**src/rtl/inst_fetch.sv**
```systemverilog
// -----------------------------------------------------------------------------
// inst_fetch - instruction fetch stage that sits directly after the PC register.
//
// Reads the instruction at the current PC from instruction memory over a
// req/ack interface. The fetched word is held in an IF/ID-style output register
// and offered to decode with a valid/ready handshake. pc_adv pulses exactly once
// per completed fetch, so the PC moves on by 4 only after its word has arrived.
//
// Handshakes:
//   Memory side: imem_req rises together with imem_addr when a fetch starts.
//   Both stay constant until imem_ack is sampled high, and imem_rdata is valid
//   in that ack cycle. Dropping imem_req before ack (reset or timeout) simply
//   abandons the read.
//   Decode side: if_instr/if_pc are valid while if_valid=1. The word is
//   consumed on a clock edge where if_valid=1 and id_ready=1 and flush=0.
//
// Ports:
//   clk           clock
//   Proc_reset    asynchronous active-high reset
//   rst           synchronous active-high reset, same effect as Proc_reset
//   fetch_en      permits a new fetch to start (sampled in IDLE only)
//   flush         discards the held or in-flight instruction
//   pc_i          current PC from the PC register
//   pc_adv        one-cycle pulse, drives the PC run-enable
//   imem_req      memory read request
//   imem_addr     memory read address
//   imem_ack      memory read complete
//   imem_rdata    memory read data
//   if_valid      if_instr / if_pc valid
//   id_ready      decode accepts the held instruction
//   if_instr      fetched instruction (RESET_INSTR after reset or flush)
//   if_pc         address of if_instr
//   misalign_err  sticky: pc_i[1:0] was non-zero when a fetch was due to start
//   timeout_err   sticky: memory did not answer in time (optional feature)
//   o_dbg_state   current FSM state (0=IDLE, 1=REQ, 2=HOLD)
//
// Configuration macro: IFETCH_TIMEOUT_EN. When it is defined, a REQ that
// has no ack for TIMEOUT_CYCLES cycles is aborted and fetching stops until
// reset. When it is undefined, REQ waits indefinitely and timeout_err is 0.
// -----------------------------------------------------------------------------
module inst_fetch #(
  parameter logic [31:0] RESET_INSTR    = 32'h00000013,
  parameter int unsigned TIMEOUT_CYCLES = 255
) (
  input  logic        clk,
  input  logic        Proc_reset,
  input  logic        rst,
  input  logic        fetch_en,
  input  logic        flush,
  input  logic [31:0] pc_i,
  output logic        pc_adv,
  output logic        imem_req,
  output logic [31:0] imem_addr,
  input  logic        imem_ack,
  input  logic [31:0] imem_rdata,
  output logic        if_valid,
  input  logic        id_ready,
  output logic [31:0] if_instr,
  output logic [31:0] if_pc,
  output logic        misalign_err,
  output logic        timeout_err,
  output logic [1:0]  o_dbg_state
);

  typedef enum logic [1:0] {
    ST_IDLE = 2'd0,
    ST_REQ  = 2'd1,
    ST_HOLD = 2'd2
  } state_t;

  // Registered state and outputs
  state_t      r_state;
  logic        r_imem_req;
  logic [31:0] r_imem_addr;
  logic        r_pc_adv;
  logic        r_if_valid;
  logic [31:0] r_if_instr;
  logic [31:0] r_if_pc;
  logic        r_misalign_err;
  // Set when a flush hits an in-flight request; the matching ack is discarded.
  logic        r_drop;

  // Next-state values
  state_t      w_state;
  logic        w_imem_req;
  logic [31:0] w_imem_addr;
  logic        w_pc_adv;
  logic        w_if_valid;
  logic [31:0] w_if_instr;
  logic [31:0] w_if_pc;
  logic        w_misalign_err;
  logic        w_drop;
  logic        w_fetch_blocked;

`ifdef IFETCH_TIMEOUT_EN
  // The counter is at least 8 bits and at most 32 bits wide.
  localparam int TCNT_RAW = $clog2(TIMEOUT_CYCLES + 1);
  localparam int TCNT_W   = (TCNT_RAW < 8) ? 8 : ((TCNT_RAW > 32) ? 32 : TCNT_RAW);
  // The count holds the number of ack-less REQ cycles already completed, so
  // the abort happens on the edge that would bring it to TIMEOUT_CYCLES.
  localparam logic [TCNT_W-1:0] TCNT_LAST = TCNT_W'(TIMEOUT_CYCLES - 1);

  logic [TCNT_W-1:0] r_tcnt;
  logic [TCNT_W-1:0] w_tcnt;
  logic              r_timeout_err;
  logic              w_timeout_err;

  assign w_fetch_blocked = r_misalign_err | r_timeout_err;
  assign timeout_err     = r_timeout_err;
`else
  assign w_fetch_blocked = r_misalign_err;
  assign timeout_err     = 1'b0;
`endif

  // ---------------------------------------------------------------------------
  // Next-state and next-output logic
  // ---------------------------------------------------------------------------
  always_comb begin
    w_state        = r_state;
    w_imem_req     = r_imem_req;
    w_imem_addr    = r_imem_addr;
    w_pc_adv       = 1'b0;           // only ever a single-cycle pulse
    w_if_valid     = r_if_valid;
    w_if_instr     = r_if_instr;
    w_if_pc        = r_if_pc;
    w_misalign_err = r_misalign_err;
    w_drop         = r_drop;
`ifdef IFETCH_TIMEOUT_EN
    w_tcnt         = r_tcnt;
    w_timeout_err  = r_timeout_err;
`endif

    case (r_state)
      ST_IDLE: begin
        if (fetch_en && !w_fetch_blocked) begin
          if (pc_i[1:0] != 2'b00) begin
            // Fetching stops here until the next reset.
            w_misalign_err = 1'b1;
          end else begin
            w_imem_req  = 1'b1;
            w_imem_addr = pc_i;
            w_state     = ST_REQ;
`ifdef IFETCH_TIMEOUT_EN
            w_tcnt      = '0;
`endif
          end
        end
      end

      ST_REQ: begin
        if (imem_ack) begin
          // An ack always wins, including over a timeout in the same cycle.
          w_imem_req = 1'b0;
          if (!r_drop && !flush) begin
            w_if_instr = imem_rdata;
            w_if_pc    = r_imem_addr;
            w_if_valid = 1'b1;
            w_pc_adv   = 1'b1;
            w_state    = ST_HOLD;
          end else begin
            w_drop  = 1'b0;
            w_state = ST_IDLE;
          end
        end else begin
          if (flush) begin
            w_drop = 1'b1;
          end
`ifdef IFETCH_TIMEOUT_EN
          if (r_tcnt == TCNT_LAST) begin
            w_imem_req    = 1'b0;
            w_timeout_err = 1'b1;
            w_drop        = 1'b0;
            w_state       = ST_IDLE;
          end else begin
            w_tcnt = r_tcnt + TCNT_W'(1);
          end
`endif
        end
      end

      ST_HOLD: begin
        // flush takes priority over id_ready: the word is not consumed.
        if (flush) begin
          w_if_valid = 1'b0;
          w_if_instr = RESET_INSTR;
          w_state    = ST_IDLE;
        end else if (id_ready) begin
          w_if_valid = 1'b0;
          w_state    = ST_IDLE;
        end
      end

      default: begin
        w_state = ST_IDLE;
      end
    endcase

    // The synchronous reset overrides everything and matches Proc_reset.
    if (rst) begin
      w_state        = ST_IDLE;
      w_imem_req     = 1'b0;
      w_imem_addr    = '0;
      w_pc_adv       = 1'b0;
      w_if_valid     = 1'b0;
      w_if_instr     = RESET_INSTR;
      w_if_pc        = '0;
      w_misalign_err = 1'b0;
      w_drop         = 1'b0;
`ifdef IFETCH_TIMEOUT_EN
      w_tcnt         = '0;
      w_timeout_err  = 1'b0;
`endif
    end
  end

  // ---------------------------------------------------------------------------
  // State and output registers
  // ---------------------------------------------------------------------------
  always_ff @(posedge clk or posedge Proc_reset) begin
    if (Proc_reset) begin
      r_state        <= ST_IDLE;
      r_imem_req     <= 1'b0;
      r_imem_addr    <= '0;
      r_pc_adv       <= 1'b0;
      r_if_valid     <= 1'b0;
      r_if_instr     <= RESET_INSTR;
      r_if_pc        <= '0;
      r_misalign_err <= 1'b0;
      r_drop         <= 1'b0;
    end else begin
      r_state        <= w_state;
      r_imem_req     <= w_imem_req;
      r_imem_addr    <= w_imem_addr;
      r_pc_adv       <= w_pc_adv;
      r_if_valid     <= w_if_valid;
      r_if_instr     <= w_if_instr;
      r_if_pc        <= w_if_pc;
      r_misalign_err <= w_misalign_err;
      r_drop         <= w_drop;
    end
  end

`ifdef IFETCH_TIMEOUT_EN
  always_ff @(posedge clk or posedge Proc_reset) begin
    if (Proc_reset) begin
      r_tcnt        <= '0;
      r_timeout_err <= 1'b0;
    end else begin
      r_tcnt        <= w_tcnt;
      r_timeout_err <= w_timeout_err;
    end
  end
`endif

  assign pc_adv       = r_pc_adv;
  assign imem_req     = r_imem_req;
  assign imem_addr    = r_imem_addr;
  assign if_valid     = r_if_valid;
  assign if_instr     = r_if_instr;
  assign if_pc        = r_if_pc;
  assign misalign_err = r_misalign_err;
  assign o_dbg_state  = r_state;

endmodule

```
**config.mk**
```make
export PLATFORM = sky130hd
export DESIGN_NAME = inst_fetch
export DESIGN_NICKNAME = d
export VERILOG_FILES = /design/src/rtl/inst_fetch.sv
export SDC_FILE = /design/constraint.sdc
export NUM_CORES = 1
export LEC_CHECK = 0
export ABC_AREA = 1
export ABC_CLOCK_PERIOD_IN_PS = 3800
export CAP_MARGIN = 5
export CORE_MARGIN = 2
export CORE_UTILIZATION = 43
export CTS_CLUSTER_SIZE = 28
export DETAILED_ROUTE_END_ITERATION = 6
export PLACE_DENSITY = 0.8
export SKIP_CTS_REPAIR_TIMING = 1
export SKIP_LAST_GASP = 1
export SLEW_MARGIN = 10
export SYNTH_ARGS = -nofsm -noshare
export SYNTH_HDL_FRONTEND = slang
export SYNTH_SLANG_ARGS = --single-unit
export TNS_END_PERCENT = 10
```
**constraint.sdc**
```tcl
create_clock -name clk -period 3.8 [get_ports clk]
set_clock_uncertainty 0.05 [all_clocks]
set_input_delay 0.76 -clock clk [delete_from_list [all_inputs] [get_ports clk]]
set_output_delay 0.76 -clock clk [all_outputs]
set_load 0.1 [all_outputs]
```
==> results.cfg <==
[run_status]
status = finished, final reports clean

[setup_path]
worstReg2RegStart = o_dbg_state[1]$_DFFE_PP0P_
crit_path_end_kind = output pin
worst_ep_required_time_ns = 2.99
max_stage_delay_ns = 1.13
critical_path.slowest_cell = sky130_fd_sc_hd__clkdlybuf4s50_1
worstPathArrival_ns = 2.02
crit_fanout = 2
r2r.worst_path.cells = 9
r2r_setup_slack_ns = 1.94
critical_path.n_buffers_inverters = 1
critPathKind = flop to output pin
path_cells = clkdlybuf4s50_1
critical_path.top_delay_family = buffers and inverters
r2r-end = if_instr[14]$_DFFE_PP0P_
worstSetupStartpointType = flop

[logic_synthesis]
number_of_distinct_standard_cells_referenced_by_the_synthesized_netlist = 18
synthesis.instances = 533
ys_seq_elements = 103
yosysSeqAreaShare_pct = 59.5
dominantRegCellSynth = sky130_fd_sc_hd__dfrtp_1
synth.most_common_cell = sky130_fd_sc_hd__nand2_1
synth-edff-count = 0
post_synth.cell_area_avg_um2 = 8.15
synthesis.area_mm2 = 0.00434
post_synth_most_frequent_cells = sky130_fd_sc_hd__nand2_1 (210), sky130_fd_sc_hd__dfrtp_1 (100), sky130_fd_sc_hd__inv_1 (73)
yosys.area.top_type_share_pct = 57.6
netlist_top_cells_area = sky130_fd_sc_hd__dfrtp_1 (58%), sky130_fd_sc_hd__nand2_1 (18%), sky130_fd_sc_hd__inv_1 (6.3%)
yosysWarningCount = 0
async_reset_ff_share_pct = 100
synthesis.nets = 604
netlist.top_cell.by_area = sky130_fd_sc_hd__dfrtp_1

[global_route]
antenna_violations_before_repair = 0
grt_pass1_wl_um = 18900
grt_util_met1_pct = 26.8
track_usage_pct = 21.3
grtUsageMet2_pct = 34.4
grt_overflow_total = 0
grt_start_max_net_pins = 104
first_global_vias = 3956
grtUsageMet3_pct = 6.77
grt.busiest_layer = met2

[sta]
rsz0062_at_grt = no
timing.final.crit_share_pct = 74.4
tightest_slew_ns = 1.03
hold_ws_ns = 0.427
setup-violations-final = 0
highest_clock_frequency_the_design_can_meet_mhz = 354
setup_total_negative_slack_ns = 0
final_period_minus_worst_setup_slack_ns = 2.83
final-hold-violation-count = 0
worst_slew_margin_rel_pct = 31.3
maxSlewViolCount = 0

[placement]
placement.cell_area_mm2 = 0.00621
io_buffers = 172
gpl.final_weighted_congestion = 0.878
dp.final_hpwl_um = 7890

[cts]
cts.htree.levels = 3
clock_sinks = 103
clk_latency_ns = 0.35
clkTransAtPathRegs_ns = 0.10
cts_tree = done
ctsRootBufferMaster = sky130_fd_sc_hd__clkbuf_8
cts-root-to-sink-buffers = 2
cts_buffers = 9

[pwr]
seq_power_share_pct = 47.1
p_int_w = 0.00159
netSwitchingPower_w = 0.000901
swShare_pct = 36.2
ir_worst_vdd_v = 0.000199
p_clk_share_pct = 26.2
power_per_cell_area_mw_per_mm2 = 389
p_leak_nw = 3.17
p_comb_share_pct = 26.7

[die]
floorplan.initialDensity_pct = 44.4
core_region_area_mm2 = 0.00977
ios = 174
row_count = 36
floorplan.die.height_um = 104
die_area_mm2 = 0.0109
dieWidth_um = 104

[finish]
layout-drive-gt1-share_pct = 5.67
fillCellCount = 831
antenna_cells = 0
register_area_mm2 = 0.00258
multi_input_area_mm2 = 0.00137
postLayoutCellArea_mm2 = 0.00640
syn_to_final_growth_pct = 47.3
finish.net_count = 772

[worst_hold_path]
holdPathStages = 2
worst_hold_path.endpoint = if_pc[9]$_DFFE_PP0P_
holdCritStartpoint = if_pc[9]$_DFFE_PP0P_
min-delay-path-class = flop to flop

[job]
cap_viol_max_count = 0

[route]
wl_um = 11200
detail_route.iter0.violations = 153
remaining_drc_errors = 0
ant_nets = 0
vias_per_cell = 4.67
vias = 3921
wl_per_cell_um = 13.3
drt_first_pass_iters = 4
[sequential cells by signal, indices dropped and copies added (netlist names)]
| name | cells |
|---|---|
| pc_adv | 1 |
| if_valid | 1 |
| o_dbg_state | 2 |
| if_instr | 32 |
| imem_req | 1 |
| imem_addr | 32 |
| misalign_err | 1 |
| if_pc | 32 |
| r_drop | 1 |
[metal layers]
metal / part of all wire (%) / vias to the layer above / wire length (µm)
met5: 0 / - / 0
met4: 1.7 / 0 / 195
met3: 9.3 / 22 / 1040
met2: 48 / 162 / 5310
met1: 41 / 1812 / 4620
li1: - / 1925 / -
[placed cells by master, fill, tap and decap left out, drive strengths merged]
| cell | Yosys | layout |
|---|---|---|
| a21oi | 2 | 2 |
| buf | 21 | 10 |
| clkbuf | 4 | 10 |
| clkdlybuf4s50 | 0 | 172 |
| clkinv | 0 | 1 |
| clkinvlp | 0 | 1 |
| conb | 1 | 1 |
| dfrtp | 100 | 100 |
| dfstp | 3 | 3 |
| inv | 74 | 78 |
| nand2 | 210 | 210 |
| nand3 | 35 | 35 |
| nor2 | 44 | 44 |
| nor3 | 1 | 1 |
| o21ai | 35 | 35 |
| or2 | 3 | 3 |
[area by class of cell]
type	count	area share, %
Clock buffer	10	2.15
Multi-Input combinational cell	331	21.5
Sequential cell	103	40.3
Tap cell	133	2.60
Timing Repair Buffer	182	28.3
Inverter	74	4.38
Clock inverter	6	0.782
[kinds of logic (layout without fill, tap and decap cells)]
family / after synthesis / count (layout) / synth area share, %
buffers and inverters: 99 / 272 / 9.22
AOI/OAI and AO/OA: 37 / 37 / 4.35
and+or+nand+nor: 293 / 293 / 26.9
DFF: 103 / 103 / 59.5
other: 1 / 1 / 0.0864
[worst reg2reg max path: stages, from the launching register on]
cell                      delay (ns)
sky130_fd_sc_hd__dfrtp_1        0.46
sky130_fd_sc_hd__inv_1          0.12
sky130_fd_sc_hd__nand2_1        0.09
sky130_fd_sc_hd__nor2_2         0.19
sky130_fd_sc_hd__nor2_4         0.05
sky130_fd_sc_hd__buf_4          0.23
sky130_fd_sc_hd__nand2_1        0.10
sky130_fd_sc_hd__buf_4          0.31
sky130_fd_sc_hd__nand2_1        0.10
sky130_fd_sc_hd__nand2_1        0.08
[power groups by stage]
stage | clock, W | sequential [W] | combinational, W
2_1_floorplan | 0 | 0.00153 | 0.000116
4_1_cts | 0.000677 | 0.00117 | 0.000669
6_report | 0.000653 | 0.00117 | 0.000665
3_3_place_gp | 0 | 0.00119 | 0.000659
3_5_place_dp | 0 | 0.00119 | 0.000668
5_1_grt | 0.000724 | 0.00118 | 0.000697
[worst max-delay path by stage]
stage	start	to	slack, ns	cells after the start
floorplan	Proc_reset	if_instr[10]$_DFFE_PP0P_	0.29	1
global placement	rst	if_instr[15]$_DFFE_PP0P_	1.15	10
detailed placement	rst	if_instr[9]$_DFFE_PP0P_	1.03	10
CTS	if_instr[1]$_DFFE_PP1P_	if_instr[1]	0.95	1
global route	if_instr[4]$_DFFE_PP1P_	if_instr[4]	0.92	1
finish	if_instr[4]$_DFFE_PP1P_	if_instr[4]	0.97	1
[per-stage QoR]
| step | setup WS (ns) | power (W) | utilization, % | cells |
|---|---|---|---|---|
| 2_1_floorplan | 0.291 | 0.00165 | - | 533 |
| 3_3_place_gp | 1.15 | 0.00185 | 63.5 | 823 |
| 3_5_place_dp | 1.03 | 0.00186 | 63.5 | 823 |
| 4_1_cts | 0.946 | 0.00252 | 65.5 | 839 |
| 5_1_grt | 0.916 | 0.00260 | 65.5 | 839 |
| 6_report | 0.972 | 0.00249 | 65.5 | 839 |
Note: power is estimated with default switching activity, not from simulation.
